$ cat src/rtl/ucode_pkg.sv
// ucode_pkg: shared definitions for the microcode sequencer slice.
//   uc_state_e  - sequencer state encoding (IDLE/RUN/DONE)
//   UC_AW       - microcode ROM address width
//   UC_RST_ADDR - ROM address held outside of a routine
//   SEL_*       - {bit1,bit0} branch-select codes from branch_bit
package ucode_pkg;

  typedef enum logic [1:0] {
    ST_IDLE = 2'b00,
    ST_RUN  = 2'b01,
    ST_DONE = 2'b10
  } uc_state_e;

  localparam int unsigned UC_AW       = 9;
  localparam logic [8:0]  UC_RST_ADDR = 9'h000;

  localparam logic [1:0] SEL_NEXT0 = 2'b00;
  localparam logic [1:0] SEL_NEXT1 = 2'b01;
  localparam logic [1:0] SEL_JUMP  = 2'b10;
  localparam logic [1:0] SEL_INC   = 2'b11;

endpackage

$ cat src/rtl/mx3_9.sv
// mx3_9: three-input 9-bit mux used as the next-address selector.
//   a   in  9  sequential-next address (sel 00/01)
//   b   in  9  branch target           (sel 10)
//   c   in  9  incremented address     (sel 11)
//   sel in  2  {bit1,bit0}
//   y   out 9  selected address
module mx3_9
  import ucode_pkg::*;
(
  input  logic [8:0] a,
  input  logic [8:0] b,
  input  logic [8:0] c,
  input  logic [1:0] sel,
  output logic [8:0] y
);

  always_comb begin
    y = a;
    unique case (sel)
      SEL_NEXT0, SEL_NEXT1: y = a;
      SEL_JUMP:             y = b;
      SEL_INC:              y = c;
      default:              y = a;
    endcase
  end

endmodule

$ cat src/rtl/ucode_seq.sv
// ucode_seq: microcode sequencer. Holds the ROM address, steps it per the
// branch select from branch_bit, and reports routine completion to the IU.
//   clk          in  1   core clock
//   reset_l      in  1   asynchronous active-low reset
//   ucode_start  in  1   enter routine at entry_addr (pulse)
//   entry_addr   in  AW  routine entry address
//   u_next_addr  in  AW  ROM field: sequential next
//   u_jump_addr  in  AW  ROM field: branch target
//   u_end        in  1   ROM field: last uinstr of routine
//   bit1, bit0   in  1   branch select
//   hold         in  1   pipeline stall
//   rom_addr     out AW  registered ROM address
//   ucode_busy   out 1   routine in progress
//   ucode_done   out 1   routine finished normally (pulse)
//   ucode_err    out 1   watchdog abort (pulse)
module ucode_seq
  import ucode_pkg::*;
#(
  parameter int unsigned AW      = UC_AW,
  parameter int unsigned MAX_CYC = 255
) (
  input  logic          clk,
  input  logic          reset_l,
  input  logic          ucode_start,
  input  logic [AW-1:0] entry_addr,
  input  logic [AW-1:0] u_next_addr,
  input  logic [AW-1:0] u_jump_addr,
  input  logic          u_end,
  input  logic          bit1,
  input  logic          bit0,
  input  logic          hold,
  output logic [AW-1:0] rom_addr,
  output logic          ucode_busy,
  output logic          ucode_done,
  output logic          ucode_err
);

  localparam logic [7:0] CNT_LAST = 8'(MAX_CYC - 1);

  uc_state_e     state_q;
  logic [AW-1:0] rom_addr_q;
  logic [AW-1:0] inc_d;
  logic [AW-1:0] mux_d;
  logic [7:0]    cnt_q;
  logic          err_q;

  // Incrementer wraps naturally at 2^AW.
  assign inc_d = rom_addr_q + 1'b1;

  mx3_9 u_mux (
    .a   (u_next_addr),
    .b   (u_jump_addr),
    .c   (inc_d),
    .sel ({bit1, bit0}),
    .y   (mux_d)
  );

  always_ff @(posedge clk or negedge reset_l) begin
    if (!reset_l) begin
      state_q    <= ST_IDLE;
      rom_addr_q <= UC_RST_ADDR;
      cnt_q      <= '0;
      err_q      <= 1'b0;
    end else begin
      err_q <= 1'b0;
      unique case (state_q)
        // DONE accepts a start exactly like IDLE for back-to-back routines.
        ST_IDLE, ST_DONE: begin
          if (ucode_start) begin
            rom_addr_q <= entry_addr;
            cnt_q      <= '0;
            state_q    <= ST_RUN;
          end else begin
            state_q <= ST_IDLE;
          end
        end
        ST_RUN: begin
          // hold outranks both end-of-routine and the watchdog.
          if (!hold) begin
            if (u_end) begin
              rom_addr_q <= UC_RST_ADDR;
              state_q    <= ST_DONE;
            end else if (cnt_q == CNT_LAST) begin
              rom_addr_q <= UC_RST_ADDR;
              err_q      <= 1'b1;
              state_q    <= ST_IDLE;
            end else begin
              cnt_q      <= cnt_q + 8'd1;
              rom_addr_q <= mux_d;
            end
          end
        end
        default: state_q <= ST_IDLE;
      endcase
    end
  end

  assign rom_addr   = rom_addr_q;
  assign ucode_busy = (state_q == ST_RUN);
  assign ucode_done = (state_q == ST_DONE);
  assign ucode_err  = err_q;

endmodule
$ cat config.mk
export PLATFORM = sky130hd
export DESIGN_NAME = ucode_seq
export DESIGN_NICKNAME = d
export VERILOG_FILES = /design/src/rtl/ucode_pkg.sv /design/src/rtl/mx3_9.sv /design/src/rtl/ucode_seq.sv
export SDC_FILE = /design/constraint.sdc
export NUM_CORES = 1
export LEC_CHECK = 0
export CAP_MARGIN = 10
export CORE_ASPECT_RATIO = 1.4
export CORE_MARGIN = 2
export CORE_UTILIZATION = 35
export CTS_BUF_LIST = sky130_fd_sc_hd__clkbuf_16
export CTS_CLUSTER_DIAMETER = 30
export CTS_CLUSTER_SIZE = 10
export DETAILED_ROUTE_END_ITERATION = 8
export DONT_BUFFER_PORTS = 1
export GPL_TIMING_DRIVEN = 0
export HOLD_SLACK_MARGIN = 0.03
export PLACE_DENSITY_LB_ADDON = 0.12
export SYNTH_ARGS = -nofsm -noshare
export SYNTH_HDL_FRONTEND = slang
export SYNTH_SLANG_ARGS = --single-unit
$ cat constraint.sdc
create_clock -name clk -period 1.7 [get_ports clk]
set_input_delay 0.51 -clock clk [delete_from_list [all_inputs] [get_ports clk]]
set_output_delay 0.51 -clock clk [all_outputs]
set_load 0.05 [all_outputs]
Word level (Yosys, flattened, before mapping) --
Cells that the tools add are included.
Cells by class: $add $sub $neg 2, equality and inequality tests 11, muxes and demuxes 20, reductions and logical operators 8
Operators by type and width (number):
- 2-to-1 mux 9 bit | 4
- 2-to-1 mux 8 bit | 4
- one-hot mux 9 bit (3 select lines) | 1
- one-hot mux 9 bit (2 select lines) | 1
- one-hot mux 8 bit (2 select lines) | 1
- adder 9 x 1 -> 9 bit, second input constant | 1
- adder 8 x 1 -> 8 bit, second input constant | 1
- equality test 8 bit, second input constant | 1
- != test 2 bit, second input constant | 4
- equality test 2 bit, second input constant | 3
- 2-to-1 mux 2 bit | 3
- 2-to-1 mux 1 bit | 5
- AND reduction 5 bit | 1
- equality test 2 x 1 -> 1 bit, second input constant | 2
- logical NOT 2 bit | 2
- one-hot mux 2 bit (2 select lines) | 1
- OR reduction 2 bit | 2
- != test 3 x 2 -> 1 bit, second input constant | 1
- AND reduction 3 bit | 1
- AND reduction 2 bit | 1
- nonzero test 2 bit | 1
Word-level totals: flip-flop bits (word level) 20, input port bits 34, output and inout bits 12, word-level logic and storage cells 45

Longest topological paths before layout --
Gate-level depths: netlist of the first run.
depth in word-level cells 7, mapped depth 7, mapped depth without buffers 6

By module --
Synthesis of the first run repeated with hierarchy kept, for this count alone.
Second synthesis, totals: cell total of the unflattened synthesis 142, area, all modules 1348.8 um^2
Modules (own cells, without submodules):
- ucode_seq | times used 1, cells an instance 112, area an instance 1149.9 um^2
- mx3_9 | times used 1, cells an instance 30, area an instance 198.9 um^2

Worst setup path before layout of the first run --
OpenSTA, ideal clock, no wires.
path kind register -> register, start register cnt_q[0], end register cnt_q[7], library setup time 0.078 ns, arrival 1.651 ns, required time 1.622 ns, setup slack -0.028 ns, cell stages (with the launch flop) 7, path buffers 0, clock period less this slack 1.728 ns, cell sequence dfrtp_1 inv_1 ha_1 and3_1 a211o_1 or4_1 a21oi_1
Between the ends: cells in the longest elaborated chain, start to end 5, elaborated cells between the ends (all ways) 8, those cells by class add/sub (1); eq/ne (2); mux (4); reduce/logical (1)
Ends and longest elaborated chain:
- start, declared | RTL line ucode_seq.sv:44 | logic [7:0] cnt_q;
- start signal, assigned | RTL line ucode_seq.sv:88 | cnt_q <= cnt_q + 8'd1;
- adder 8 x 1 -> 8 bit | RTL line ucode_seq.sv:88
- 2-to-1 mux 8 bit | RTL line ucode_seq.sv:83 | end else if (cnt_q == CNT_LAST) begin
- 2-to-1 mux 8 bit | RTL line ucode_seq.sv:80 | if (u_end) begin
- 2-to-1 mux 8 bit | RTL line ucode_seq.sv:79 | if (!hold) begin
- one-hot mux 8 bit (2 select lines) | RTL line ucode_seq.sv:66 | unique case (state_q)
Parallel ways exist; a longest one is shown, timed or not. The select of a mux whose other input is x is not followed. A chain may end at the register's enable or synchronous reset.

Worst setup path in the final report of the first run --
start register state_q[1], end output ucode_busy
Between the ends: cells in the longest elaborated chain, start to end 1
Ends and longest elaborated chain:
- start, declared | RTL line ucode_seq.sv:40 | uc_state_e state_q;
- start signal, assigned | RTL line ucode_seq.sv:60 | state_q <= ST_IDLE;
- start signal, assigned | RTL line ucode_seq.sv:72 | state_q <= ST_RUN;
- start signal, assigned | RTL line ucode_seq.sv:74 | state_q <= ST_IDLE;
- equality test 2 x 1 -> 1 bit | RTL line ucode_seq.sv:99 | assign ucode_busy = (state_q == ST_RUN);
- end, declared | RTL line ucode_seq.sv:33 | output logic ucode_busy,
Every way passes these cells.

==> results of run 1 <==
[path summary, 6_finish.rpt]
path / start / endpoint / slack, ns / cells past startpoint
min reg2reg: cnt_q[7]$_DFFE_PN0P_ / cnt_q[7]$_DFFE_PN0P_ / 0.56 / 2
min in group asynchronous: reset_l / rom_addr[7]$_DFFE_PN0P_ / 0.47 / 1
min: hold / ucode_err$_DFF_PN0_ / 0.32 / 1
max: state_q[1]$_DFFE_PN0P_ / ucode_busy / -0.007 / 3
max reg2reg: cnt_q[1]$_DFFE_PN0P_ / cnt_q[5]$_DFFE_PN0P_ / 0.03 / 5
max in group asynchronous: reset_l / rom_addr[0]$_DFFE_PN0P_ / 0.55 / 1
[critical path, stage by stage, from the launching register on]
cell        delay, ns
dfrtp_1          0.42
nand2b_4         0.17
buf_6            0.11
clkinvlp_4       0.24
[report_power, final]
group          leakage, µW  total (µW)  internal (µW)  switching [µW]
Combinational     0.000382        1040            500             535
Sequential        0.000254        1300            638             658
Clock            0.0000511         646            467             178
Total             0.000687        2980           1610            1370
[cell usage after synthesis (2+ instances only)]
master	instances
xnor2_1	3
nor3_1	3
mux2i_1	4
o21ai_0	8
nand2b_1	4
nand4_1	2
clkbuf_1	5
a21oi_1	14
a32oi_1	4
a22oi_1	2
nor2b_1	6
a221oi_1	3
dfrtp_1	20
nor2_1	8
a22o_1	2
o31ai_1	3
nand3_1	6
or4_1	2
nand2_1	10
and4_1	3
nor4_1	3
buf_2	2
a31o_2	2
and3_1	5
and2_1	2
ha_1	3
o211ai_1	5
inv_1	6
[per-stage QoR]
step | worst slack [ns] | hold WS [ns] | utilization (%) | instances
floorplan | 0.00362 | 0.214 | - | 151
global placement | -0.244 | 0.215 | 37.9 | 193
detailed placement | -0.297 | 0.215 | 37.9 | 193
CTS | -0.0495 | 0.315 | 45.7 | 209
global route | -0.0571 | 0.311 | 47.2 | 209
finish | -0.00674 | 0.318 | 47.2 | 209
[registers in the layout (all words and copies together), names as in the netlist]
name	flops
cnt_q	8
rom_addr	9
state_q	2
ucode_err	1
[cell type report]
class                   count  share of cell area (%)
clock buffers               3                    4.37
plain buffers               6                    2.26
clock inverters             1                    1.75
inverters                   6                    1.53
repair buffers             13                    6.40
well taps                  42                    3.06
flip-flops and latches     20                    29.8
multi-input cells         118                    50.9
[logic make-up (layout without fill, tap and decap cells)]
| group | Yosys count | after routing | synth area share [%] |
|---|---|---|---|
| and+or+nand+nor | 58 | 58 | 24.8 |
| DFF | 20 | 20 | 37.7 |
| xor gates and xnor gates | 3 | 3 | 1.98 |
| adders and majority gates | 3 | 3 | 2.83 |
| AOI/OAI and AO/OA | 50 | 50 | 25.8 |
| buffers and inverters | 13 | 29 | 3.86 |
| muxes | 4 | 4 | 3.02 |
[routing by layer]
| metal | global-route usage (%) | vias to the layer above | part of all wire, % |
|---|---|---|---|
| li1 | - | 610 | - |
| met2 | 33.6 | 45 | 56 |
| met4 | 6.43 | 0 | 1.1 |
| met3 | 2.87 | 4 | 5.2 |
| met5 | 0 | - | 0 |
| met1 | 19.6 | 639 | 38 |
[what timing repair did]
| action | in CTS | in global routing |
|---|---|---|
| setup buffers | 12 | 0 |
| hold buffers | 1 | 0 |
| pin swaps | 5 | 5 |
| gates resized for setup | 23 | 18 |
| setup endpoints to repair | 19 | 22 |
| endpoints found under the hold margin | 20 | 0 |
==> impl_metrics.toml, run 1 <==
[place]
dp_hpwl_mm = 2.82
place.gp.congestion = 0.756
placed_area_um2 = 1380
port_buffers = 0

[synthesis]
synth_edf_count = 0
synth_cell_types = 39
syn_area_um2 = 1330
seq_area_frac_synth_pct = 37.7
synth-seq-cells = 20
synth.top_cell.area_share_pct = 37.7
syn_area_per_cell_um2 = 8.79
synth_ff_type = "dfrtp_1"
synth-async-reset-ratio_pct = 100
synthesis.nets = 188
ys_top_cells_by_area = "dfrtp_1 38%, a21oi_1 5.3%, mux2i_1 3.0%"
synth_top_area_cell = "dfrtp_1"
synthCells = 151
yosysWarnings = 0

[cts]
clock_sinks = 20
insertion_delay_ns = 0.25
cts_root_buf = "clkbuf_16"
numCtsBuffers = 3
cts.htree.levels = 1
cts_tree = "built"
clock_path_buffers = 2
clkTransAtPathRegs_ns = 0.06

[timing]
worst_pin_slew_ns = 0.936
setup_viol = 1
setup_ws_ns = -0.00674
finalClockSkew_ns = 0.00714
setup_tns_ns = -0.00674
finalHoldViolations = 0
max_slew_margin_pct = 37.6
rsz0062_at_grt = "true"
max_freq_mhz = 586
finalCritPeriodShare_pct = 100
min_period_ns = 1.71
slew_violations = 0

[worst_setup_path]
critPathKind = "reg2out"
startpoint_type = "register"
cp.required_ns = 1.19
path_max_fanout = 4
crit_path_end_kind = "output pin"
worstPathArrival_ns = 1.20

[drt]
routedWlPerCell_um = 17.7
drt_iter0_drc = 24
ant_nets = 0
totalWireLength_mm = 3.71
vias_per_cell = 6.21
num_vias = 1298
dr.pass1.iters = 4
drc = 0

[power]
p_leak_uw = 0.000687
powerDensity_nw_per_um2 = 1730
vdd_drop_max_uv = 1010
power_uw = 2980

[grt]
grt_pass1_wl_mm = 6.27
grt_use_total_pct = 17.9
antenna_found_initial = 0
grt_overflow_total = 0
grt_max_degree = 21
first_global_vias = 1347

[cells_and_area]
diodes = 0
syn_to_final_growth_pct = 29.5
multiInputGateArea_um2 = 875
drive_above_1_share_pct = 25.1
mostFrequentLayoutCells = "15 x dfrtp_1, 14 x a21oi_1, 11 x buf_4, 9 x nand2_1, 8 x nor2_1"
postLayoutCellArea_um2 = 1720
n_fill_cell = 363
final_common_cell = "dfrtp_1"
seq_area_um2 = 512
final_nets = 205

[flow_run]
maxCapViolCount = 0

[run_status]
violations = "negative setup slack"
run_status = "finished with violations"

[floorplanning]
io-pin-count = 46
rows = 26
start_util_pct = 36.4
dieWidth_um = 56.1
coreArea_um2 = 3640
die-area_um2 = 4310
die_h_um = 76.9

[hold_path]
hold_path.class = "in2reg"
No activity file was read; power rests on OpenSTA's default activity.
==> inputs of run 2 (changes only) <==
--- a/config.mk
+++ b/config.mk
@@ -20,3 +20,4 @@
 export SYNTH_ARGS = -nofsm -noshare
 export SYNTH_HDL_FRONTEND = slang
 export SYNTH_SLANG_ARGS = --single-unit
+export TNS_END_PERCENT = 1
==> run 2 against run 1 <==
  * The run still ends with negative setup slack left
  * First-iteration DRC count grew 8.3%
  * Power shrank 7.9%
  * Die area is the same
  * Cell area shrank 4.6%
  * Critical path depth grew 3
==> impl_metrics.toml, run 2 (same netlist as run 1, synthesis figures left out) <==
[grt]
grt_use_total_pct = 17.9
grt_pass1_wl_mm = 6.19
grt_max_degree = 21
first_global_vias = 1310
antenna_found_initial = 0
grt_overflow_total = 0

[drt]
totalWireLength_mm = 3.76
routedWlPerCell_um = 18.4
ant_nets = 0
vias_per_cell = 6.10
num_vias = 1245
drc = 0
dr.pass1.iters = 4
drt_iter0_drc = 26

[timing]
setup_ws_ns = -0.0155
min_period_ns = 1.72
max_slew_margin_pct = 37.8
setup_tns_ns = -0.0261
finalClockSkew_ns = 0.00419
worst_pin_slew_ns = 0.934
finalHoldViolations = 0
finalCritPeriodShare_pct = 101
fin_hold_ws_ns = 0.320
max_freq_mhz = 583
rsz0062_at_grt = "true"
slew_violations = 0
setup_viol = 3

[floorplanning]
coreArea_um2 = 3640
dieWidth_um = 56.1
rows = 26
start_util_pct = 36.4
io-pin-count = 46
die-area_um2 = 4310
die_h_um = 76.9

[power]
clkPwrFrac_pct = 17.5
swShare_pct = 48.8
vdd_drop_max_uv = 864
p_leak_uw = 0.000642
p_seq_share_pct = 47.1
combPwrFrac_pct = 35.5
p_int_uw = 1410
p_sw_uw = 1340
powerDensity_nw_per_um2 = 1670
power_uw = 2740

[place]
port_buffers = 0
dpl_worst_slack_ns = -0.277
dp_hpwl_mm = 2.84
placed_area_um2 = 1380
place.gp.congestion = 0.788

[cts]
insertion_delay_ns = 0.25
numCtsBuffers = 3
cts_tree = "built"
clock_path_buffers = 2
cts_root_buf = "clkbuf_16"
clock_sinks = 20
clkTransAtPathRegs_ns = 0.06
cts.htree.levels = 1

[cells_and_area]
mostFrequentLayoutCells = "15 x dfrtp_1, 13 x a21oi_1, 9 x nand2_1"
final_nets = 201
drive_above_1_share_pct = 22.8
largest_reg_flops = 9
diodes = 0
syn_to_final_growth_pct = 23.6
postLayoutCellArea_um2 = 1640
final_common_cell = "dfrtp_1"

[worst_setup_path]
cp.required_ns = 1.88
worstPathArrival_ns = 1.89
critPathKind = "reg2reg"
startpoint_type = "register"
crit_path_end_kind = "register"
crit_chain = "inv_1, ha_2, and3_4, a211o_1, or4_4, a21oi_2"
path_max_fanout = 4
slowest_delay_ns = 0.49
crit_path_top_delay_cell = "or4_4"

[flow_run]
maxCapViolCount = 0

[hold_path]
hold_path.class = "in2reg"

[run_status]
run_status = "finished with violations"
violations = "negative setup slack"
-- run 2: changes by cell type in the layout (fill, tap and decap cells not counted), sizes merged --
cell and delta:
buf -5, clkbuf +1, bufinv -1
-- run 2: worst max-delay path, delay by kind of cell (launching register included) --
kind            cells  cell delay, ns
simple gates        2            0.64
compound gates      2            0.44
flops               1            0.35
fa+ha+maj           1            0.16
buf+inv             1            0.05
-- run 2: layer usage --
metal | GRT usage, % | vias to the layer above | routed length (µm)
met5 | 0 | - | 0
met4 | 5.71 | 0 | 44
met3 | 3.04 | 4 | 188
met2 | 34.7 | 41 | 2090
met1 | 19.1 | 600 | 1440
li1 | - | 600 | -
-- run 2: final timing paths --
check,depth (start not counted),to,slack (ns),from
min in group asynchronous,1,state_q[1]$_DFFE_PN0P_,0.47,reset_l
worst max register to register,6,cnt_q[7]$_DFFE_PN0P_,-0.02,cnt_q[0]$_DFFE_PN0P_
worst min register to register,1,cnt_q[4]$_DFFE_PN0P_,0.51,cnt_q[4]$_DFFE_PN0P_
worst min-delay path,1,ucode_err$_DFF_PN0_,0.32,hold
max in group asynchronous,1,rom_addr[1]$_DFFE_PN0P_,0.56,reset_l
worst max-delay path,6,cnt_q[7]$_DFFE_PN0P_,-0.02,cnt_q[0]$_DFFE_PN0P_
-- run 2: power by group through the flow --
stage	logic (µW)	registers, µW	clock network, µW
after floorplan	601	1180	0
after global placement	719	1260	0
after detailed placement	746	1260	0
after CTS	914	1280	491
after global routing	1080	1320	504
final	973	1290	480
-- run 2: through the flow --
step                      cells  util, %
after floorplan             151        -
after global placement      193     37.9
after detailed placement    193     37.9
after CTS                   201     43.3
after global routing        204     45.0
final                       204     45.0
-- run 2: area by class of cell --
type | count | area (µm²)
Buffer | 6 | 41.3
Clock buffer | 3 | 75.1
Fill cell | 368 | 2000
Inverter | 6 | 26.3
Multi-Input combinational cell | 118 | 861
Sequential cell | 20 | 512
Tap cell | 42 | 52.6
Timing Repair Buffer | 9 | 72.6
-- run 2: repair_timing --
item                       CTS  global route
setup endpoints to repair   19            22
buffers inserted             5             3
pin swaps                    5             5
gates resized for setup     23            12
cloned                       0             0
hold endpoints to repair    20             0
hold buffers                 1             0
